### config.mk
export PLATFORM = sky130hd
export DESIGN_NAME = seg7_scan_decoder
export DESIGN_NICKNAME = d
export VERILOG_FILES = /design/src/rtl/seg7_pkg.sv /design/src/rtl/seg7_decode.sv /design/src/rtl/seg7_scan_decoder.sv
export SDC_FILE = /design/constraint.sdc
export NUM_CORES = 1
export LEC_CHECK = 0
export BUFFER_PORTS_ARGS = -buffer_cell sky130_fd_sc_hd__buf_2
export CAP_MARGIN = 30
export CELL_PAD_IN_SITES_DETAIL_PLACEMENT = 0
export CELL_PAD_IN_SITES_GLOBAL_PLACEMENT = 1
export CORE_MARGIN = 4
export CORE_UTILIZATION = 45
export CTS_CLUSTER_DIAMETER = 50
export DETAILED_ROUTE_END_ITERATION = 8
export HOLD_SLACK_MARGIN = 0.06
export PLACE_DENSITY_LB_ADDON = 0.1
export SLEW_MARGIN = 20
export SYNTH_ARGS = -nofsm -noshare
export SYNTH_HDL_FRONTEND = slang
export SYNTH_HIERARCHICAL = 1
export SYNTH_SLANG_ARGS = --single-unit
### constraint.sdc
create_clock -name clk -period 3.34 [get_ports clk]
set_input_delay 0.167 -clock clk [delete_from_list [all_inputs] [get_ports clk]]
set_output_delay 0.167 -clock clk [all_outputs]
set_load 0.02 [all_outputs]
### src/rtl/seg7_pkg.sv
// rtl/seg7_pkg.sv - shared 7-segment pattern constants, bit indices and decode result type
package seg7_pkg;

  typedef enum logic [2:0] {
    SEG_A = 3'd0, SEG_B = 3'd1, SEG_C = 3'd2, SEG_D = 3'd3,
    SEG_E = 3'd4, SEG_F = 3'd5, SEG_G = 3'd6
  } seg_bit_e;

  // Active-low patterns, written g..a (bit6..bit0)
  localparam logic [6:0] SEG_0     = 7'b1000000;
  localparam logic [6:0] SEG_1     = 7'b1111001;
  localparam logic [6:0] SEG_2     = 7'b0100100;
  localparam logic [6:0] SEG_3     = 7'b0110000;
  localparam logic [6:0] SEG_4     = 7'b0011001;
  localparam logic [6:0] SEG_5     = 7'b0010010;
  localparam logic [6:0] SEG_6     = 7'b0000010;
  localparam logic [6:0] SEG_7     = 7'b1111000;
  localparam logic [6:0] SEG_8     = 7'b0000000;
  localparam logic [6:0] SEG_9     = 7'b0010000;
  localparam logic [6:0] SEG_HA    = 7'b0001000;
  localparam logic [6:0] SEG_HB    = 7'b0000011;
  localparam logic [6:0] SEG_HC    = 7'b1000110;
  localparam logic [6:0] SEG_HD    = 7'b0100001;
  localparam logic [6:0] SEG_HE    = 7'b0000110;
  localparam logic [6:0] SEG_HF    = 7'b0001110;
  localparam logic [6:0] SEG_BLANK = 7'b1111111;

  typedef struct packed {
    logic [3:0] nibble;
    logic       err;
    logic       blank;
  } seg7_dec_t;

  function automatic logic [6:0] hex_to_seg(input logic [3:0] hex);
    logic [6:0] pat;
    case (hex)
      4'h0: pat = SEG_0;
      4'h1: pat = SEG_1;
      4'h2: pat = SEG_2;
      4'h3: pat = SEG_3;
      4'h4: pat = SEG_4;
      4'h5: pat = SEG_5;
      4'h6: pat = SEG_6;
      4'h7: pat = SEG_7;
      4'h8: pat = SEG_8;
      4'h9: pat = SEG_9;
      4'hA: pat = SEG_HA;
      4'hB: pat = SEG_HB;
      4'hC: pat = SEG_HC;
      4'hD: pat = SEG_HD;
      4'hE: pat = SEG_HE;
      default: pat = SEG_HF;
    endcase
    return pat;
  endfunction

endpackage

### src/rtl/seg7_decode.sv
// rtl/seg7_decode.sv - combinational active-low segment pattern to nibble/err/blank decoder
module seg7_decode
  import seg7_pkg::*;
(
  input  logic [6:0] seg,
  output seg7_dec_t  dec
);

  always_comb begin
    dec = '{nibble: 4'h0, err: 1'b1, blank: 1'b0};
    case (seg)
      SEG_0:     dec = '{nibble: 4'h0, err: 1'b0, blank: 1'b0};
      SEG_1:     dec = '{nibble: 4'h1, err: 1'b0, blank: 1'b0};
      SEG_2:     dec = '{nibble: 4'h2, err: 1'b0, blank: 1'b0};
      SEG_3:     dec = '{nibble: 4'h3, err: 1'b0, blank: 1'b0};
      SEG_4:     dec = '{nibble: 4'h4, err: 1'b0, blank: 1'b0};
      SEG_5:     dec = '{nibble: 4'h5, err: 1'b0, blank: 1'b0};
      SEG_6:     dec = '{nibble: 4'h6, err: 1'b0, blank: 1'b0};
      SEG_7:     dec = '{nibble: 4'h7, err: 1'b0, blank: 1'b0};
      SEG_8:     dec = '{nibble: 4'h8, err: 1'b0, blank: 1'b0};
      SEG_9:     dec = '{nibble: 4'h9, err: 1'b0, blank: 1'b0};
      SEG_HA:    dec = '{nibble: 4'hA, err: 1'b0, blank: 1'b0};
      SEG_HB:    dec = '{nibble: 4'hB, err: 1'b0, blank: 1'b0};
      SEG_HC:    dec = '{nibble: 4'hC, err: 1'b0, blank: 1'b0};
      SEG_HD:    dec = '{nibble: 4'hD, err: 1'b0, blank: 1'b0};
      SEG_HE:    dec = '{nibble: 4'hE, err: 1'b0, blank: 1'b0};
      SEG_HF:    dec = '{nibble: 4'hF, err: 1'b0, blank: 1'b0};
      SEG_BLANK: dec = '{nibble: 4'h0, err: 1'b0, blank: 1'b1};
      default:   dec = '{nibble: 4'h0, err: 1'b1, blank: 1'b0};
    endcase
  end

endmodule

### src/rtl/seg7_scan_decoder.sv
// rtl/seg7_scan_decoder.sv - glitch-filtered multiplexed 7-segment bus monitor publishing whole scan frames
module seg7_scan_decoder
  import seg7_pkg::*;
#(
  parameter int NDIGITS       = 4,
  parameter int STABLE_CYCLES = 8
)(
  input  logic                   clk,
  input  logic                   rst_n,
  input  logic [6:0]             seg_in,
  input  logic [NDIGITS-1:0]     dig_sel,
  output logic [4*NDIGITS-1:0]   value,
  output logic                   value_valid,
  output logic [NDIGITS-1:0]     digit_err,
  output logic [NDIGITS-1:0]     blank
);

  localparam logic [0:0] ST_SETTLE = 1'b0;
  localparam logic [0:0] ST_HELD   = 1'b1;
  localparam logic [7:0] CNT_MAX   = 8'(STABLE_CYCLES - 1);
  // Capture fires on the edge where cnt would reach CNT_MAX
  localparam logic [7:0] CNT_CAP   = 8'(STABLE_CYCLES - 2);

  logic [6:0]           seg_s1, seg_s2;
  logic [NDIGITS-1:0]   sel_s1, sel_s2;
  logic [NDIGITS+6:0]   samp, samp_prev;
  logic [7:0]           cnt;
  logic [0:0]           state;
  logic                 stable, capture, frame_full;
  logic [NDIGITS-1:0]   mask;
  logic [4*NDIGITS-1:0] shadow_val;
  logic [NDIGITS-1:0]   shadow_err, shadow_blank;
  seg7_dec_t            dec;

  assign samp       = {sel_s2, seg_s2};
  assign stable     = (samp == samp_prev) && $onehot(sel_s2);
  assign capture    = (state == ST_SETTLE) && stable && (cnt == CNT_CAP);
  assign frame_full = &mask;

  seg7_decode u_decode (
    .seg (seg_s2),
    .dec (dec)
  );

  always_ff @(posedge clk) begin
    if (!rst_n) begin
      seg_s1    <= SEG_BLANK;
      seg_s2    <= SEG_BLANK;
      sel_s1    <= '0;
      sel_s2    <= '0;
      samp_prev <= {{NDIGITS{1'b0}}, SEG_BLANK};
      cnt       <= '0;
      state     <= ST_SETTLE;
    end else begin
      seg_s1    <= seg_in;
      seg_s2    <= seg_s1;
      sel_s1    <= dig_sel;
      sel_s2    <= sel_s1;
      samp_prev <= samp;
      if (!stable)
        cnt <= '0;
      else if (cnt != CNT_MAX)
        cnt <= cnt + 8'd1;
      case (state)
        ST_SETTLE: if (capture) state <= ST_HELD;
        default:   if (!stable) state <= ST_SETTLE;
      endcase
    end
  end

  // A capture in the publish cycle lands in the freshly cleared mask
  always_ff @(posedge clk) begin
    if (!rst_n) begin
      mask         <= '0;
      shadow_val   <= '0;
      shadow_err   <= '0;
      shadow_blank <= '0;
      value        <= '0;
      value_valid  <= 1'b0;
      digit_err    <= '0;
      blank        <= '0;
    end else begin
      value_valid <= 1'b0;
      if (frame_full) begin
        value       <= shadow_val;
        digit_err   <= shadow_err;
        blank       <= shadow_blank;
        value_valid <= 1'b1;
      end
      if (capture) begin
        mask <= (frame_full ? '0 : mask) | sel_s2;
        for (int i = 0; i < NDIGITS; i++) begin
          if (sel_s2[i]) begin
            shadow_val[4*i +: 4] <= dec.nibble;
            shadow_err[i]        <= dec.err;
            shadow_blank[i]      <= dec.blank;
          end
        end
      end else if (frame_full) begin
        mask <= '0;
      end
    end
  end

endmodule

==> impl_metrics.toml, run 1 <==
[route]
drt_iter0_drc = 100
drc = 0
wl_per_cell_um = 13.1
firstDrtPassIters = 4
drtAntennaViolNets = 0
via_per_inst = 5.07
vias = 2867
routed_wirelength_mm = 7.42

[global_routing]
antenna_found_initial = 0
grt_start_max_net_pins = 34
grtUsageTotal_pct = 15.6
grt_overflow = 0
grt_pass1_vias = 2742
grt_pass1_wl_mm = 12.9

[clocking]
cts_buffers = 9
postCtsSetupBuffers = 0
cts_tree = "done"
hold_buffers = 11
cts_resized = 0
clock_path_buffers = 2
ctsHtreeMaxLevel = 3
cts.clk_slew.worst_paths_ps = 100
clk_latency_ps = 360
clock_tree.root_cell = "clkbuf_8"
cts_sinks = 95

[outcome]
status = "finished, final reports clean"

[timing]
fin_crit_ps = 3070
max_freq_ghz = 0.326
hold_viol = 0
fin_skew_ps = 16.2
tightest_slew_ps = 862
report.final.slew_viol_count = 0
fin_crit_sh_pct = 91.9
setup_viol = 0
setup-tns-final_ps = 0
rsz0062_at_grt = "no"
slew_headroom_pct = 42.6

[die]
die_x_um = 101
ios = 38
start_util_pct = 46.8
row_count = 33
coreArea_um2 = 8340
die_h_um = 101
dieArea_um2 = 10200

[logic_synthesis]
yosysSeqAreaShare_pct = 48.7
syn_area_per_cell_um2 = 9.34
ys_seq_elements = 95
synth_flop_cell = "dfxtp_1"
synth.distinct_cells = 49
syn_area_um2 = 3900
synth_edf_count = 0
syn_inst = 418
synthArstFlopShare_pct = 0
syn_nets = 436
yosysWarnings = 6

[layout]
layout.cells.most_common = "dfxtp_1"
num-nets-final = 474
fillers = 814
final_cell_mix = "dfxtp_1, nand2_1, buf_2"
n_antenna_cell = 0
final_layout_size_suffix_gt1_share_pct = 14.5
syn2layout_area_growth_pct = 14.0

[critical_path]
startpoint_type = "flip-flop"
cp.arrival_ps = 3360
cp_max_fo = 7
required_ps = 3630
cp-end-kind = "flip-flop"
worstSetupPathType = "reg -> reg"

[pwr]
p_per_area_nw_per_um2 = 459
ir_drop_mv = 0.233
p_leak_nw = 1.80
p_total_mw = 2.04

[placed_design]
gp_congestion = 0.865
dpl.hpwl_mm = 4.98
io_buffers = 37

[hold_path]
min_path_type = "in -> reg"

[run]
maxCapViolCount = 0
registers in the layout (all words and copies together), names as in the netlist:
name and count:
blank 4, digit_err 4, cnt 8, value 16
shadow_val 16, mask 4, seg_s2 7, value_valid 1
samp_prev 11, shadow_err 4, shadow_blank 4, seg_s1 7
sel_s2 4, sel_s1 4, state 1
critical path, cell delays in order, from the launching register on:
cell     delay (ps)
dfxtp_1         370
inv_1            80
fa_1            530
inv_1            40
ha_1            170
ha_1            260
or3b_1          440
nor4_4          390
and4_1          490
mux2i_1         230
metal layers:
layer | track usage [%] | vias to the layer above | wire length (um)
met1 | 21.0 | 1330 | 3720
met2 | 23.5 | 60 | 3210
met4 | 5.73 | 0 | 82
met3 | 5.05 | 7 | 415
li1 | - | 1470 | -
met5 | 0 | - | 0
synth_stat cells, drive strengths merged (6+ instances only):
master	count	area, um^2
nor4	10	118
nand2b	23	144
clkbuf	17	63.8
nand2	90	338
nor3	7	35.0
o21ai	7	35.0
mux2i	24	240
nor2	15	56.3
a21boi	27	203
and2	14	87.6
xor2	17	149
dfxtp	95	1900
buf	7	40.0
nand4	6	56.3
inv	7	26.3
nand3	8	40.0
worst paths after layout:
path	endpoint	depth (start not counted)	slack (ps)	start
worst max-delay path	shadow_blank[0]	9	270	sel_s2[0]
worst min-delay path	shadow_val[7]	3	310	rst_n
worst max register to register	shadow_blank[0]	9	270	sel_s2[0]
worst min register to register	seg_s2[0]	1	410	seg_s1[0]
power breakdown:
part	internal, mW	leakage (nW)	switching, mW
logic	0.0503	0.931	0.0555
registers	1.15	0.771	0.0175
clock network	0.357	0.0954	0.412
kinds of logic (layout without fill, tap and decap cells):
group | after synthesis | after routing | synth area share (%)
buffers and inverters | 31 | 74 | 3.33
adders and majority gates | 5 | 5 | 1.80
AOI/OAI and AO/OA | 51 | 51 | 9.33
muxes | 24 | 24 | 6.16
and+or+nand+nor | 193 | 193 | 26.4
DFF | 95 | 95 | 48.7
xor gates and xnor gates | 19 | 19 | 4.26
per-stage QoR:
stage               util (%)  setup slack, ps  hold WS (ps)  cells  cell area [um^2]
detailed placement      49.6              281           351    539              4140
global route            53.3             84.3           327    566              4450
global placement        49.6              351           347    539              4140
finish                  53.3              272           313    566              4450
floorplan                  -              565           268    418              3900
CTS                     53.3              268           301    566              4450
layout make-up:
| type | count | area [um^2] | area share [%] |
|---|---|---|---|
| timing repair buffer | 51 | 318 | 7.14 |
| multi-input combinational | 292 | 1870 | 42.0 |
| tap | 105 | 131 | 2.95 |
| clock inverter | 6 | 73.8 | 1.66 |
| inverter | 7 | 26.3 | 0.591 |
| sequential | 95 | 1900 | 42.7 |
| clock buffer | 10 | 128 | 2.87 |
Power figures use the tool's default switching activity.
==> run 2, diff against run 1 <==
==> constraint.sdc (replaced) <==
create_clock -name clk -period 3.34 [get_ports clk]
set_input_delay 0.334 -clock clk [delete_from_list [all_inputs] [get_ports clk]]
set_output_delay 0.334 -clock clk [all_outputs]
set_load 0.1 [all_outputs]
==> run 2 against run 1 <==
Compared with the run above: hold slack got worse by 170 ps; sequential share of layout area increased by 1.1 points; routed wire length decreased by 1.5%; sequential power about the same; core utilization fell by 1.3 points; critical path depth stayed put; via count is 1.4% lower; total power down 0.52%; non-clock buffer count fell by 11; sequential cell count did not move; critical path type unchanged; critical endpoint unchanged.
==> impl_metrics.toml, run 2 (synthesis gave the netlist of run 1 again) <==
[pwr]
ir_drop_mv = 0.233
p_leak_nw = 1.75
p_per_area_nw_per_um2 = 468

[layout]
reg_top3 = "shadow_val: 16 flops, value: 16 flops, samp_prev: 11 flops"
final_layout_size_suffix_gt1_share_pct = 14.9
final_cell_mix = "dfxtp_1, nand2_1, buf_2"
syn2layout_area_growth_pct = 11.2
n_antenna_cell = 0
final_core_utilization_pct = 52.0
num-nets-final = 463
fillers = 824
layout.cells.most_common = "dfxtp_1"

[critical_path]
startpoint_type = "flip-flop"
worstSetupPathType = "reg -> reg"
required_ps = 3630
crit_path_max_incr_delay_ps = 530
crit_chain = "inv_1 -> fa_1 -> inv_1 -> ha_1 -> ha_1 -> or3b_1 -> nor4_4 -> and4_1 -> mux2i_1"
cpMaxStageDelayCell = "fa_1"
r2r_cells = 9
cp-end-kind = "flip-flop"
cp.arrival_ps = 3360
cp_max_fo = 7

[timing]
fin_crit_sh_pct = 91.9
holdWs_ps = 146
hold_viol = 0
tightest_slew_ps = 859
slew_headroom_pct = 42.7
rsz0062_at_grt = "no"
setup_viol = 0
fin_skew_ps = 16.5
max_freq_ghz = 0.326
fin_crit_ps = 3070
setup-tns-final_ps = 0
report.final.slew_viol_count = 0

[global_routing]
antenna_found_initial = 0
grt_pass1_vias = 2709
grtUsageTotal_pct = 15.4
grt_overflow = 0
grt_start_max_net_pins = 34
grt_pass1_wl_mm = 12.7

[clocking]
postCtsSetupBuffers = 0
cts_sinks = 95
cts.clk_slew.worst_paths_ps = 90
clock_path_buffers = 2
hold_buffers = 0
clk_latency_ps = 360
clock_tree.root_cell = "clkbuf_8"
ctsHtreeMaxLevel = 3
cts_resized = 0
cts_buffers = 9
cts_tree = "done"

[route]
wl_met1_mm = 3.71
via_per_inst = 5.09
drtAntennaViolNets = 0
drt_iter0_drc = 82
vias = 2827
wl_per_cell_um = 13.2
highest_layer = "met4"
drc = 0
firstDrtPassIters = 4
dr_wl_met2_mm = 3.12
routed_wirelength_mm = 7.31
wl_met3_um = 396

[outcome]
status = "finished, final reports clean"

[die]
die_h_um = 101
row_count = 33
die_x_um = 101
coreArea_um2 = 8340
dieArea_um2 = 10200
start_util_pct = 46.8
ios = 38

[placed_design]
io_buffers = 37
dpl.hpwl_mm = 4.98
gp_congestion = 0.865

[hold_path]
holdPathStages = 2
min_path_type = "in -> reg"

[run]
maxCapViolCount = 0
## run 2: layer usage
| layer | track usage, % | vias to the layer above |
|---|---|---|
| li1 | - | 1451 |
| met1 | 20.6 | 1310 |
| met2 | 23.2 | 59 |
| met3 | 5.05 | 7 |
| met4 | 5.73 | 0 |
| met5 | 0 | - |
## run 2: path summary, 6_finish.rpt
| check | startpoint | end | slack [ps] |
|---|---|---|---|
| setup / recovery | sel_s2[0] | shadow_blank[0] | 270 |
| setup reg to reg | sel_s2[0] | shadow_blank[0] | 270 |
| hold / removal | seg_in[5] | seg_s1[5] | 150 |
| hold reg to reg | seg_s1[0] | seg_s2[0] | 410 |
## run 2: through the flow
stage | power (mW) | cell area, um^2 | worst slack (ps) | std cells
final | 2.03 | 4340 | 272 | 555
after global routing | 2.12 | 4340 | 84.3 | 555
after CTS | 2.06 | 4340 | 268 | 555
after detailed placement | 1.29 | 4140 | 281 | 539
after global placement | 1.29 | 4140 | 351 | 539
after floorplan | 1.26 | 3900 | 565 | 418
## run 2: area by class of cell
cell class / instances / area (um^2) / share of cell area, %
Clock inverter: 6 / 73.8 / 1.70
Clock buffer: 10 / 128 / 2.94
Multi-Input combinational cell: 292 / 1870 / 43.1
Sequential cell: 95 / 1900 / 43.8
Tap cell: 105 / 131 / 3.03
Inverter: 7 / 26.3 / 0.606
Timing Repair Buffer: 40 / 208 / 4.79
## run 2: critical path, delay by kind of cell, from the launching register on
| family | cells | cell delay (ps) |
|---|---|---|
| and+or+nand+nor | 3 | 1320 |
| adders and majority gates | 3 | 960 |
| DFF | 1 | 370 |
| muxes | 1 | 230 |
| buffers and inverters | 2 | 120 |
## run 2: report_power, final
part	switching, mW	internal, mW
clock network	0.411	0.357
logic	0.0539	0.0420
registers	0.0174	1.15
==> run 3, diff against run 2 <==
--- a/config.mk
+++ b/config.mk
@@ -5,12 +5,13 @@
 export SDC_FILE = /design/constraint.sdc
 export NUM_CORES = 1
 export LEC_CHECK = 0
+export ABC_AREA = 1
 export BUFFER_PORTS_ARGS = -buffer_cell sky130_fd_sc_hd__buf_2
 export CAP_MARGIN = 30
 export CELL_PAD_IN_SITES_DETAIL_PLACEMENT = 0
 export CELL_PAD_IN_SITES_GLOBAL_PLACEMENT = 1
 export CORE_MARGIN = 4
-export CORE_UTILIZATION = 45
+export CORE_UTILIZATION = 43
 export CTS_CLUSTER_DIAMETER = 50
 export DETAILED_ROUTE_END_ITERATION = 8
 export HOLD_SLACK_MARGIN = 0.06
==> run 3 against run 2 <==
Compared with the run above: final area grew 3.4%; routed wire length grew 14%; synthesized area grew 1.9%; non-clock buffer count shrank 1; largest power group unchanged; critical path type unchanged.
==> impl_metrics.toml, run 3 <==
[critical_path]
cp_max_fo = 6
cp_common_cell = "nor2_1"
cp_num_buf_inv = 2
cp_top_family = "simple AND/OR/NAND/NOR gates"
startpoint_type = "flip-flop"
crit_chain = "inv_1 -> fa_1 -> inv_1 -> ha_1 -> ha_1 -> nor2_1 -> nand2_1 -> nor2_1 -> nand3_1 -> nor2_2 -> nand4_1 -> nor2_1 -> nor2_1"
required_ps = 3600
crit_path_max_incr_delay_ps = 530
cp.arrival_ps = 3090
crit_start = "sel_s2[0]"
cp-end-kind = "flip-flop"
cpMaxStageDelayCell = "fa_1"
timing.rr.start = "sel_s2[0]"
worstSetupPathType = "reg -> reg"

[global_routing]
grt_overflow = 0
grtUsageTotal_pct = 16.5
antenna_found_initial = 0
grt_pass1_vias = 3007
grt_pass1_wl_mm = 14.6
grt_start_max_net_pins = 49

[route]
vias = 3192
wl_per_cell_um = 12.1
drt_iter0_drc = 157
via_per_inst = 4.63
firstDrtPassIters = 4
drc = 0
drtAntennaViolNets = 0
routed_wirelength_mm = 8.32

[timing]
slew_headroom_pct = 67.4
report.final.slew_viol_count = 0
max_freq_ghz = 0.353
hold_viol = 0
fin_crit_ps = 2830
setup-tns-final_ps = 0
rsz0062_at_grt = "no"
tightest_slew_ps = 489
setup_viol = 0
fin_skew_ps = 12.4
fin_crit_sh_pct = 84.7

[layout]
finalInstanceArea_um2 = 4490
fillers = 897
n_antenna_cell = 0
reg_top3 = "shadow_val: 16 flops, value: 16 flops, samp_prev: 11 flops"
final_layout_size_suffix_gt1_share_pct = 18.1
final_cell_mix = "nand2_1, dfxtp_1, nor2_1"
layoutNonFillerInstCount = 689
syn2layout_area_growth_pct = 12.8
num-nets-final = 594
layout.cells.most_common = "nand2_1"

[logic_synthesis]
synth_top_area_cell = "dfxtp_1"
synth_flop_cell = "dfxtp_1"
syn_area_per_cell_um2 = 7.36
synth.distinct_cells = 28
synth.area.top_cells = "dfxtp_1, nand2_1, nor2_1"
synth_edf_count = 0
synth_commonest_cells = "nand2_1, dfxtp_1, nor2_1, inv_1, a21oi_1"
synth_top_area_share_pct = 47.8
syn_area_um2 = 3980
yosysWarnings = 6
syn_nets = 558
syn_inst = 540
ys_seq_elements = 95
synthArstFlopShare_pct = 0
yosysMostFrequentCell = "nand2_1"
yosysSeqAreaShare_pct = 47.8

[placed_design]
io_buffers = 37
placed_cells = 673
place_area_um2 = 4240
dpl.hpwl_mm = 5.97
gp_congestion = 0.881

[clocking]
cts_resized = 0
hold_buffers = 0
clk_latency_ps = 360
clock_tree.root_cell = "clkbuf_8"
clock_path_buffers = 2
cts.clk_slew.worst_paths_ps = 100
cts_tree = "done"
postCtsSetupBuffers = 0
cts_sinks = 95
ctsHtreeMaxLevel = 3
cts_buffers = 9

[hold_path]
min_path_type = "in -> reg"
min_from = "dig_sel[2]"

[die]
dieArea_um2 = 10800
die_h_um = 104
coreArea_um2 = 8850
ios = 38
die_x_um = 104
start_util_pct = 44.9
row_count = 34

[pwr]
ir_drop_mv = 0.271
seq_power_share_pct = 53.5
p_int_mw = 1.69
p_per_area_nw_per_um2 = 484
p_leak_nw = 2.41
switchingPower_uw = 485
swShare_pct = 22.3
clkPwrFrac_pct = 41.7
combinationalPowerShare_pct = 4.8

[run]
maxCapViolCount = 0

[outcome]
status = "finished, final reports clean"
run 3: cell types whose count changed in the layout (fill, tap and decap cells not counted), sizes merged, moves of 14 or more:
cell,before,now
o21ai,7,25
and2,14,0
a21boi,27,0
nand2,90,141
or2,2,17
mux2i,24,0
nor2,15,97
nand2b,23,0
a21oi,4,31
inv,10,80
run 3: kinds of logic (layout without fill, tap and decap cells):
group,after synthesis,count (layout),synth area share (%)
AOI/OAI and AO/OA,56,56,7.05
xor gates and xnor gates,8,8,1.76
adders and majority gates,5,5,1.76
buffers and inverters,92,133,9.07
DFF,95,95,47.8
and+or+nand+nor,284,284,32.5
run 3: layout make-up:
cell class | count | area, um^2 | share of cell area, %
flip-flops and latches | 95 | 1900 | 42.4
multi-input cells | 353 | 1710 | 38.2
inverters | 78 | 293 | 6.53
repair buffers | 39 | 200 | 4.46
well taps | 108 | 135 | 3.01
clock buffers | 10 | 128 | 2.85
clock inverters | 6 | 115 | 2.57
run 3: final timing paths:
check	endpoint	slack, ps	cells after the start
hold reg to reg	seg_s2[3]	420	1
setup / recovery	shadow_err[1]	510	13
setup reg to reg	shadow_err[1]	510	13
hold / removal	sel_s1[2]	150	3
run 3: worst reg2reg max path, cell delays in order (launching register included):
cell     delay (ps)
dfxtp_1         430
inv_1            90
fa_1            530
inv_1            40
ha_1            170
ha_1            260
nor2_1          100
nand2_1          80
nor2_1          100
nand3_1          80
nor2_2          230
nand4_1         330
nor2_1          220
nor2_1           70
run 3: metrics by stage:
stage	power [mW]	hold WS, ps	setup slack (ps)	util [%]
finish	2.17	153	510	50.7
global route	2.29	125	272	50.7
CTS	2.21	136	485	50.7
detailed placement	1.29	398	486	47.9
global placement	1.29	394	539	47.9
floorplan	1.26	390	885	-
run 3: power groups by stage:
stage          clock network (mW)  logic, mW  registers [mW]
3_3_place_gp                    0      0.104            1.19
4_1_cts                     0.939      0.105            1.16
3_5_place_dp                    0      0.105            1.19
2_1_floorplan                   0     0.0800            1.18
5_1_grt                      1.00      0.119            1.16
6_report                    0.906      0.103            1.16
run 3: routing by layer:
metal	track usage (%)	up-vias	wire, um
met1	23.0	1411	4220
met4	5.32	0	92
li1	-	1721	-
met5	0	-	0
met3	4.41	8	302
met2	24.7	52	3700
